--- src/rtl/bcd_display_scan.sv ---
// bcd_display_scan: holds a two-digit BCD product and scans it onto a shared 7-segment bus
module bcd_display_scan #(
    parameter int REFRESH_DIV = 4,
    parameter int CNT_W       = 16
) (
    input  logic       clk,
    input  logic       rst_n,
    input  logic [7:0] bcd_in,
    input  logic       load,
    input  logic       blank_lz,
    output logic [6:0] seg,
    output logic [1:0] an,
    output logic       err
);
    logic [7:0]       r_hold;
    logic             r_err;
    logic [CNT_W-1:0] r_cnt;
    logic             r_sel;
    logic [6:0]       r_seg;
    logic [1:0]       r_an;
    logic [3:0]       w_digit;
    logic [6:0]       w_dec;
    logic             w_blank;
    logic             w_wrap;

    assign w_digit = r_sel ? r_hold[7:4] : r_hold[3:0];
    assign w_blank = r_sel & blank_lz & (r_hold[7:4] == 4'd0);
    assign w_wrap  = (r_cnt == CNT_W'(REFRESH_DIV - 1));

    // seven-segment decode of the selected digit; any non-BCD nibble shows a dash
    always_comb begin
        w_dec = 7'h40;
        case (w_digit)
            4'd0: w_dec = 7'h3F;
            4'd1: w_dec = 7'h06;
            4'd2: w_dec = 7'h5B;
            4'd3: w_dec = 7'h4F;
            4'd4: w_dec = 7'h66;
            4'd5: w_dec = 7'h6D;
            4'd6: w_dec = 7'h7D;
            4'd7: w_dec = 7'h07;
            4'd8: w_dec = 7'h7F;
            4'd9: w_dec = 7'h6F;
            default: w_dec = 7'h40;
        endcase
    end

    // capture the product on load and flag any nibble above 9 in the same edge
    always_ff @(posedge clk or negedge rst_n) begin
        if (!rst_n) begin
            r_hold <= 8'h00;
            r_err  <= 1'b0;
        end else if (load) begin
            r_hold <= bcd_in;
            r_err  <= (bcd_in[7:4] > 4'd9) | (bcd_in[3:0] > 4'd9);
        end
    end

    // free-running refresh counter; flips the digit select every REFRESH_DIV edges
    always_ff @(posedge clk or negedge rst_n) begin
        if (!rst_n) begin
            r_cnt <= '0;
            r_sel <= 1'b0;
        end else if (w_wrap) begin
            r_cnt <= '0;
            r_sel <= ~r_sel;
        end else begin
            r_cnt <= r_cnt + CNT_W'(1);
        end
    end

    // register segment and anode drive from one sel/hold sample so digits never mix
    always_ff @(posedge clk or negedge rst_n) begin
        if (!rst_n) begin
            r_seg <= 7'h00;
            r_an  <= 2'b00;
        end else begin
            r_seg <= w_blank ? 7'h00 : w_dec;
            r_an  <= w_blank ? 2'b00 : (r_sel ? 2'b10 : 2'b01);
        end
    end

    assign seg = r_seg;
    assign an  = r_an;
    assign err = r_err;
endmodule

--- config.mk ---
export PLATFORM = sky130hd
export DESIGN_NAME = bcd_display_scan
export DESIGN_NICKNAME = d
export VERILOG_FILES = /design/src/rtl/bcd_display_scan.sv
export SDC_FILE = /design/constraint.sdc
export NUM_CORES = 1
export LEC_CHECK = 0
export ABC_AREA = 1
export CAP_MARGIN = 20
export CORE_AREA = 4 4 65 67
export CTS_CLUSTER_DIAMETER = 200
export DETAILED_ROUTE_END_ITERATION = 12
export DIE_AREA = 0 0 69 71
export GPL_ROUTABILITY_DRIVEN = 0
export GPL_TIMING_DRIVEN = 1
export HOLD_SLACK_MARGIN = 0.15
export PLACE_DENSITY = 0.83
export SETUP_SLACK_MARGIN = 0.05
export SLEW_MARGIN = 20
export SYNTH_ARGS = -nofsm -noshare
export SYNTH_HDL_FRONTEND = slang
export SYNTH_SLANG_ARGS = --single-unit
--- constraint.sdc ---
create_clock -name clk -period 3.99 [get_ports clk]
set_clock_uncertainty 0.2 [all_clocks]
set_input_delay 0.399 -clock clk [delete_from_list [all_inputs] [get_ports clk]]
set_output_delay 0.399 -clock clk [all_outputs]
set_load 0.02 [all_outputs]
==> impl_metrics.json, run 1 <==
{
  "criticalPathCategory": "flip-flop to flip-flop",
  "crit_buf_inv": 2,
  "critPathTopFamily": "flip-flops",
  "post-route-cell-area_um2": 2120,
  "num_rows": 22,
  "slew_headroom": 0.712,
  "fin_cells": 285,
  "ant_nets": 0,
  "cts_root_buf": "clkbuf_8",
  "insertion_delay_ns": 0.29,
  "setup_viol": 0,
  "routed_wl_mm": 3.16,
  "dp_hpwl_mm": 2.39,
  "syn_avg_cell_area_um2": 8.49,
  "hp-class": "input port to asynchronous set/reset pin",
  "path_cells": "nand2_1 -> o21ai_1 -> inv_1 -> ha_1 -> inv_1 -> nor2_1 -> nor2_1 -> nor2_1",
  "synth_area_leaders": "dfrtp_1 49%, nand2_1 11%, nor2_1 7.0%, inv_1 5.5%, ha_1 4.2%",
  "cp_common_cell": "nor2_1",
  "portBuffers": 21,
  "drcViolationCount": 0,
  "maxCapViolCount": 0,
  "tns_ns": 0,
  "clockBufferDepth": 2,
  "yosys_warnings": 0,
  "p_per_area_nw_per_um2": 352,
  "layout-drive-gt1-share": 0.118,
  "netlist_instances": 209,
  "num_vias": 1362,
  "vias_per_cell": 4.78,
  "num_antenna_cells": 0,
  "grt_max_degree": 36,
  "cts_setup_buffers": 0,
  "dieArea_um2": 4900,
  "synth_top_area_cell": "dfrtp_1",
  "die_h_um": 71,
  "first_pass_iters": 4,
  "globalRouteOverflowTotal": 0,
  "drv_slew": 0,
  "clk_pin_slew_ns": 0.07,
  "final_nets": 254,
  "worst_pin_slew_ns": 0.430,
  "coreArea_um2": 3630,
  "wl_per_cell_um": 11.1,
  "track_usage": 0.140,
  "synth_area_um2": 1770,
  "cts_resized": 0,
  "crit_start": "r_sel",
  "synth_seq_cells": 35,
  "fin_crit_ns": 1.87,
  "cts_max_level": 2,
  "worstPathRequired_ns": 4.01,
  "start_util": 0.488,
  "ys_seq_area_frac": 0.494,
  "placed_cell_area_um2": 2040,
  "max-vdd-ir-drop_mv": 0.225,
  "fill_cells": 336,
  "die_x_um": 69,
  "fmax_ghz": 0.536,
  "start_kind": "flip-flop",
  "fin_util": 0.584,
  "status": "complete, no violations",
  "holdWs_ns": 0.306,
  "syn_to_final_growth_pct": 19.5,
  "netlist.area_leader.share": 0.494,
  "ys_types": 29,
  "cp.arrival_ns": 1.89,
  "syn_nets": 227,
  "grt_pass1_vias": 1338,
  "hold_viol_final": 0,
  "slowest_stage": "dfrtp_1",
  "r2r_start": "r_sel",
  "period_share": 0.468,
  "pin_count": 22,
  "antenna_found_initial": 0,
  "crit_path_max_incr_delay_ns": 0.55,
  "place_inst": 277,
  "critPathCaptureType": "flip-flop",
  "p_leak_nw": 1.02,
  "rsz0062_at_grt": "false",
  "grt_pass1_wl_mm": 5.58,
  "cts_buffers": 5,
  "crit_fanout": 11,
  "cts_sinks": 35,
  "drtIter0Drc": 66,
  "cts_tree": "built",
  "cts_hold_buf": 0
}
[synthesized netlist by cell type (all sizes together)]
master,instances
nand2,56
nor2,38
dfrtp,35
inv,28
o21ai,9
nand3,8
ha,6
mux2,5
xor2,5
a21oi,3
nand4,3
buf,2
nor3,2
o21bai,2
xnor2,2
a21boi,1
a31oi,1
and2,1
nand3b,1
o211ai,1
[worst paths after layout]
path / to / slack, ns / depth (start not counted)
worst min register to register: r_cnt[0] / 0.31 / 1
min in group clk: r_cnt[0] / 0.31 / 1
worst max register to register: seg[3] / 2.12 / 8
max in group asynchronous: r_cnt[10] / 2.97 / 2
worst min-delay path: an[0] / 0.31 / 2
worst max-delay path: seg[3] / 2.12 / 8
[through the flow]
step | power [mW] | setup WS [ns]
final | 0.747 | 2.12
after global routing | 0.782 | 1.92
after CTS | 0.758 | 2.12
after detailed placement | 0.505 | 2.13
after global placement | 0.502 | 2.17
after floorplan | 0.449 | 2.31
[placed cells by master (no fill, tap or decap), drive strengths merged]
master         instances
ha                     6
o21bai                 2
mux2                   5
a21boi                 1
xor2                   5
o211ai                 1
clkbuf                 6
clkinv                 1
nand3b                 1
dfrtp                 35
o21ai                  9
a31oi                  1
nor2                  38
and2                   1
nor3                   2
nand3                  8
nand2                 56
a21oi                  3
buf                    1
xnor2                  2
clkdlybuf4s50         21
clkinvlp               1
nand4                  3
inv                   28
[power breakdown]
| part | internal, mW | switching, mW | total [mW] | leakage (nW) |
|---|---|---|---|---|
| Clock | 0.122 | 0.128 | 0.250 | 0.0412 |
| Combinational | 0.0513 | 0.0623 | 0.114 | 0.541 |
| Sequential | 0.375 | 0.00827 | 0.383 | 0.441 |
| Total | 0.548 | 0.199 | 0.747 | 1.02 |
[flip-flops by register name (all words and copies together), names as in the netlist]
signal	cells
err	1
an	2
r_sel	1
r_hold	8
seg	7
r_cnt	16
[kinds of logic (layout without fill, tap and decap cells)]
group | Yosys count | count (layout) | synth area share
AND/OR/NAND/NOR | 109 | 109 | 0.271
flip-flops | 35 | 35 | 0.494
buffers and inverters | 30 | 58 | 0.0684
AO/OA/AOI/OAI | 17 | 17 | 0.0585
XOR/XNOR | 7 | 7 | 0.0346
adder cells (fa/ha/maj) | 6 | 6 | 0.0423
multiplexers | 5 | 5 | 0.0317
[area by class of cell]
cell class                      instances  area, um^2  share of cell area
Inverter                               28         105              0.0496
Clock buffer                            6        72.6              0.0342
Multi-Input combinational cell        144         777               0.366
Clock inverter                          2        12.5             0.00590
Sequential cell                        35         876               0.413
Timing Repair Buffer                   22         218               0.103
Tap cell                               48        60.1              0.0283
[per-layer routing]
layer / up-vias / track usage / part of all wire
li1: 701 / - / -
met1: 629 / 0.154 / 0.44
met2: 25 / 0.251 / 0.49
met3: 7 / 0.0412 / 0.046
met4: 0 / 0.0607 / 0.018
met5: - / 0 / 0
[worst reg2reg max path, stage by stage, from the launching register on]
cell	delay (ns)
dfrtp_1	0.55
nand2_1	0.11
o21ai_1	0.19
inv_1	0.13
ha_1	0.29
inv_1	0.03
nor2_1	0.13
nor2_1	0.07
nor2_1	0.10
Note: power is estimated with default switching activity, not from simulation.
==> inputs of run 2 (changes only) <==
- clock period: 3.99 -> 1.9 ns (I/O delays scaled with it)
==> run 2 against run 1 <==
Net effect:
- combinational power up 110%
- global-route usage up 0.18 points
- routed wire length up 2.0%
- count of clock-buffer cells in the layout down 1
- via count down 0.37%
- sequential power up 110%
- sequential share of layout area down 0.28 points
- largest cell class unchanged
==> impl_metrics.json, run 2 (same netlist as run 1, synthesis figures left out) <==
{
  "die_x_um": 69,
  "crit_fanout": 11,
  "hold_viol_final": 0,
  "largest_register": "r_cnt",
  "p_per_area_nw_per_um2": 731,
  "cp.arrival_ns": 1.69,
  "multi_input_area_um2": 777,
  "cts_root_buf": "clkbuf_8",
  "cts_sinks": 35,
  "final_common_cell": "nand2_1",
  "portBuffers": 21,
  "start_kind": "flip-flop",
  "cts_setup_buffers": 0,
  "ant_nets": 0,
  "insertion_delay_ns": 0.29,
  "final_cell_mix": "51 x nand2_1, 34 x dfrtp_1, 33 x nor2_1, 26 x inv_1, 21 x clkdlybuf4s50_1",
  "cts_buffers": 5,
  "critPathCaptureType": "flip-flop",
  "routed_wl_mm": 3.22,
  "drv_slew": 0,
  "cts_tree": "built",
  "drtIter0Drc": 68,
  "period_share": 0.878,
  "fin_crit_ns": 1.67,
  "num_rows": 22,
  "largest_register_ffs": 16,
  "setup_viol": 0,
  "final_nets": 256,
  "clockBufferDepth": 2,
  "maxCapViolCount": 0,
  "status": "complete, no violations",
  "grt_pass1_vias": 1302,
  "drcViolationCount": 0,
  "globalRouteOverflowTotal": 0,
  "pin_count": 22,
  "tns_ns": 0,
  "antenna_found_initial": 0,
  "max-vdd-ir-drop_mv": 0.502,
  "vias_per_cell": 4.73,
  "hp-class": "input port to flip-flop",
  "fmax_ghz": 0.599,
  "grt_max_degree": 36,
  "placed_cell_area_um2": 2040,
  "clk_pin_slew_ns": 0.07,
  "wl_per_cell_um": 11.2,
  "coreArea_um2": 3630,
  "min_path_cells": 3,
  "post-route-cell-area_um2": 2140,
  "num_vias": 1357,
  "slew_headroom": 0.702,
  "die_h_um": 71,
  "num_antenna_cells": 0,
  "worstPathRequired_ns": 1.92,
  "first_pass_iters": 4,
  "worst_pin_slew_ns": 0.446,
  "final-seq-area_um2": 877,
  "start_util": 0.488,
  "fill_cells": 345,
  "layout-drive-gt1-share": 0.130,
  "dieArea_um2": 4900,
  "p_leak_nw": 1.04,
  "rsz0062_at_grt": "false",
  "worst-r2r-cell-count": 7,
  "track_usage": 0.142,
  "criticalPathCategory": "flip-flop to flip-flop",
  "syn_to_final_growth_pct": 20.5,
  "dp_hpwl_mm": 2.49,
  "grt_pass1_wl_mm": 5.58,
  "cts_max_level": 2
}
-- run 2: cell types whose count changed in the layout (fill, tap and decap cells not counted), sizes merged --
cell         change
clkbuf           -1
dlygate4sd3      +1
clkinvlp         -1
buf              +1
clkinv           +2
-- run 2: layout make-up --
cell class	count	area share
Multi-Input combinational cell	144	0.363
Clock inverter	3	0.00702
Sequential cell	35	0.410
Timing Repair Buffer	24	0.110
Clock buffer	5	0.0322
Tap cell	48	0.0281
Inverter	28	0.0492
-- run 2: what timing repair did --
| action | 4_1_cts | 5_1_grt |
|---|---|---|
| endpoints found under the hold margin | 35 | 0 |
| resized for setup | 0 | 1 |
| setup endpoints to repair | 0 | 4 |
| hold buffers | 1 | 0 |
-- run 2: report_power, final --
| part | internal [mW] | switching [mW] |
|---|---|---|
| registers | 0.788 | 0.0183 |
| clock network | 0.250 | 0.264 |
| logic | 0.112 | 0.131 |
-- run 2: worst paths after layout --
| kind | startpoint | end | slack (ns) |
|---|---|---|---|
| max in group asynchronous | rst_n | r_sel | 0.50 |
| min in group asynchronous | rst_n | r_cnt[15] | 0.67 |
| min reg2reg | r_cnt[0] | r_cnt[0] | 0.31 |
| max reg2reg | r_sel | seg[3] | 0.23 |
| max | r_sel | seg[3] | 0.23 |
| min | bcd_in[0] | r_hold[0] | 0.27 |
-- run 2: layer usage --
layer  track usage  vias to the layer above  routed length (um)
met1         0.167                      621                1460
met2         0.242                       23                1570
li1              -                      708                   -
met5             0                        -                   0
met4        0.0499                        0                  51
met3        0.0497                        5                 146
-- run 2: per-stage QoR --
stage / power (mW) / setup slack, ns / hold slack, ns / util / cells
after floorplan: 0.943 / 0.222 / -0.306 / - / 209
after global placement: 1.06 / 0.251 / 0.292 / 0.562 / 278
after detailed placement: 1.07 / 0.161 / 0.297 / 0.562 / 278
after CTS: 1.59 / 0.150 / 0.264 / 0.588 / 287
after global routing: 1.64 / 0.0774 / 0.296 / 0.588 / 287
final: 1.56 / 0.231 / 0.272 / 0.588 / 287
-- run 2: worst max-delay path: stages, from the launching register on --
cell and delay [ns]:
dfrtp_2 0.49, o21ai_1 0.21, inv_1 0.10, ha_1 0.29
inv_1 0.04, nor2_1 0.12, nor2_1 0.06, nor2_1 0.09
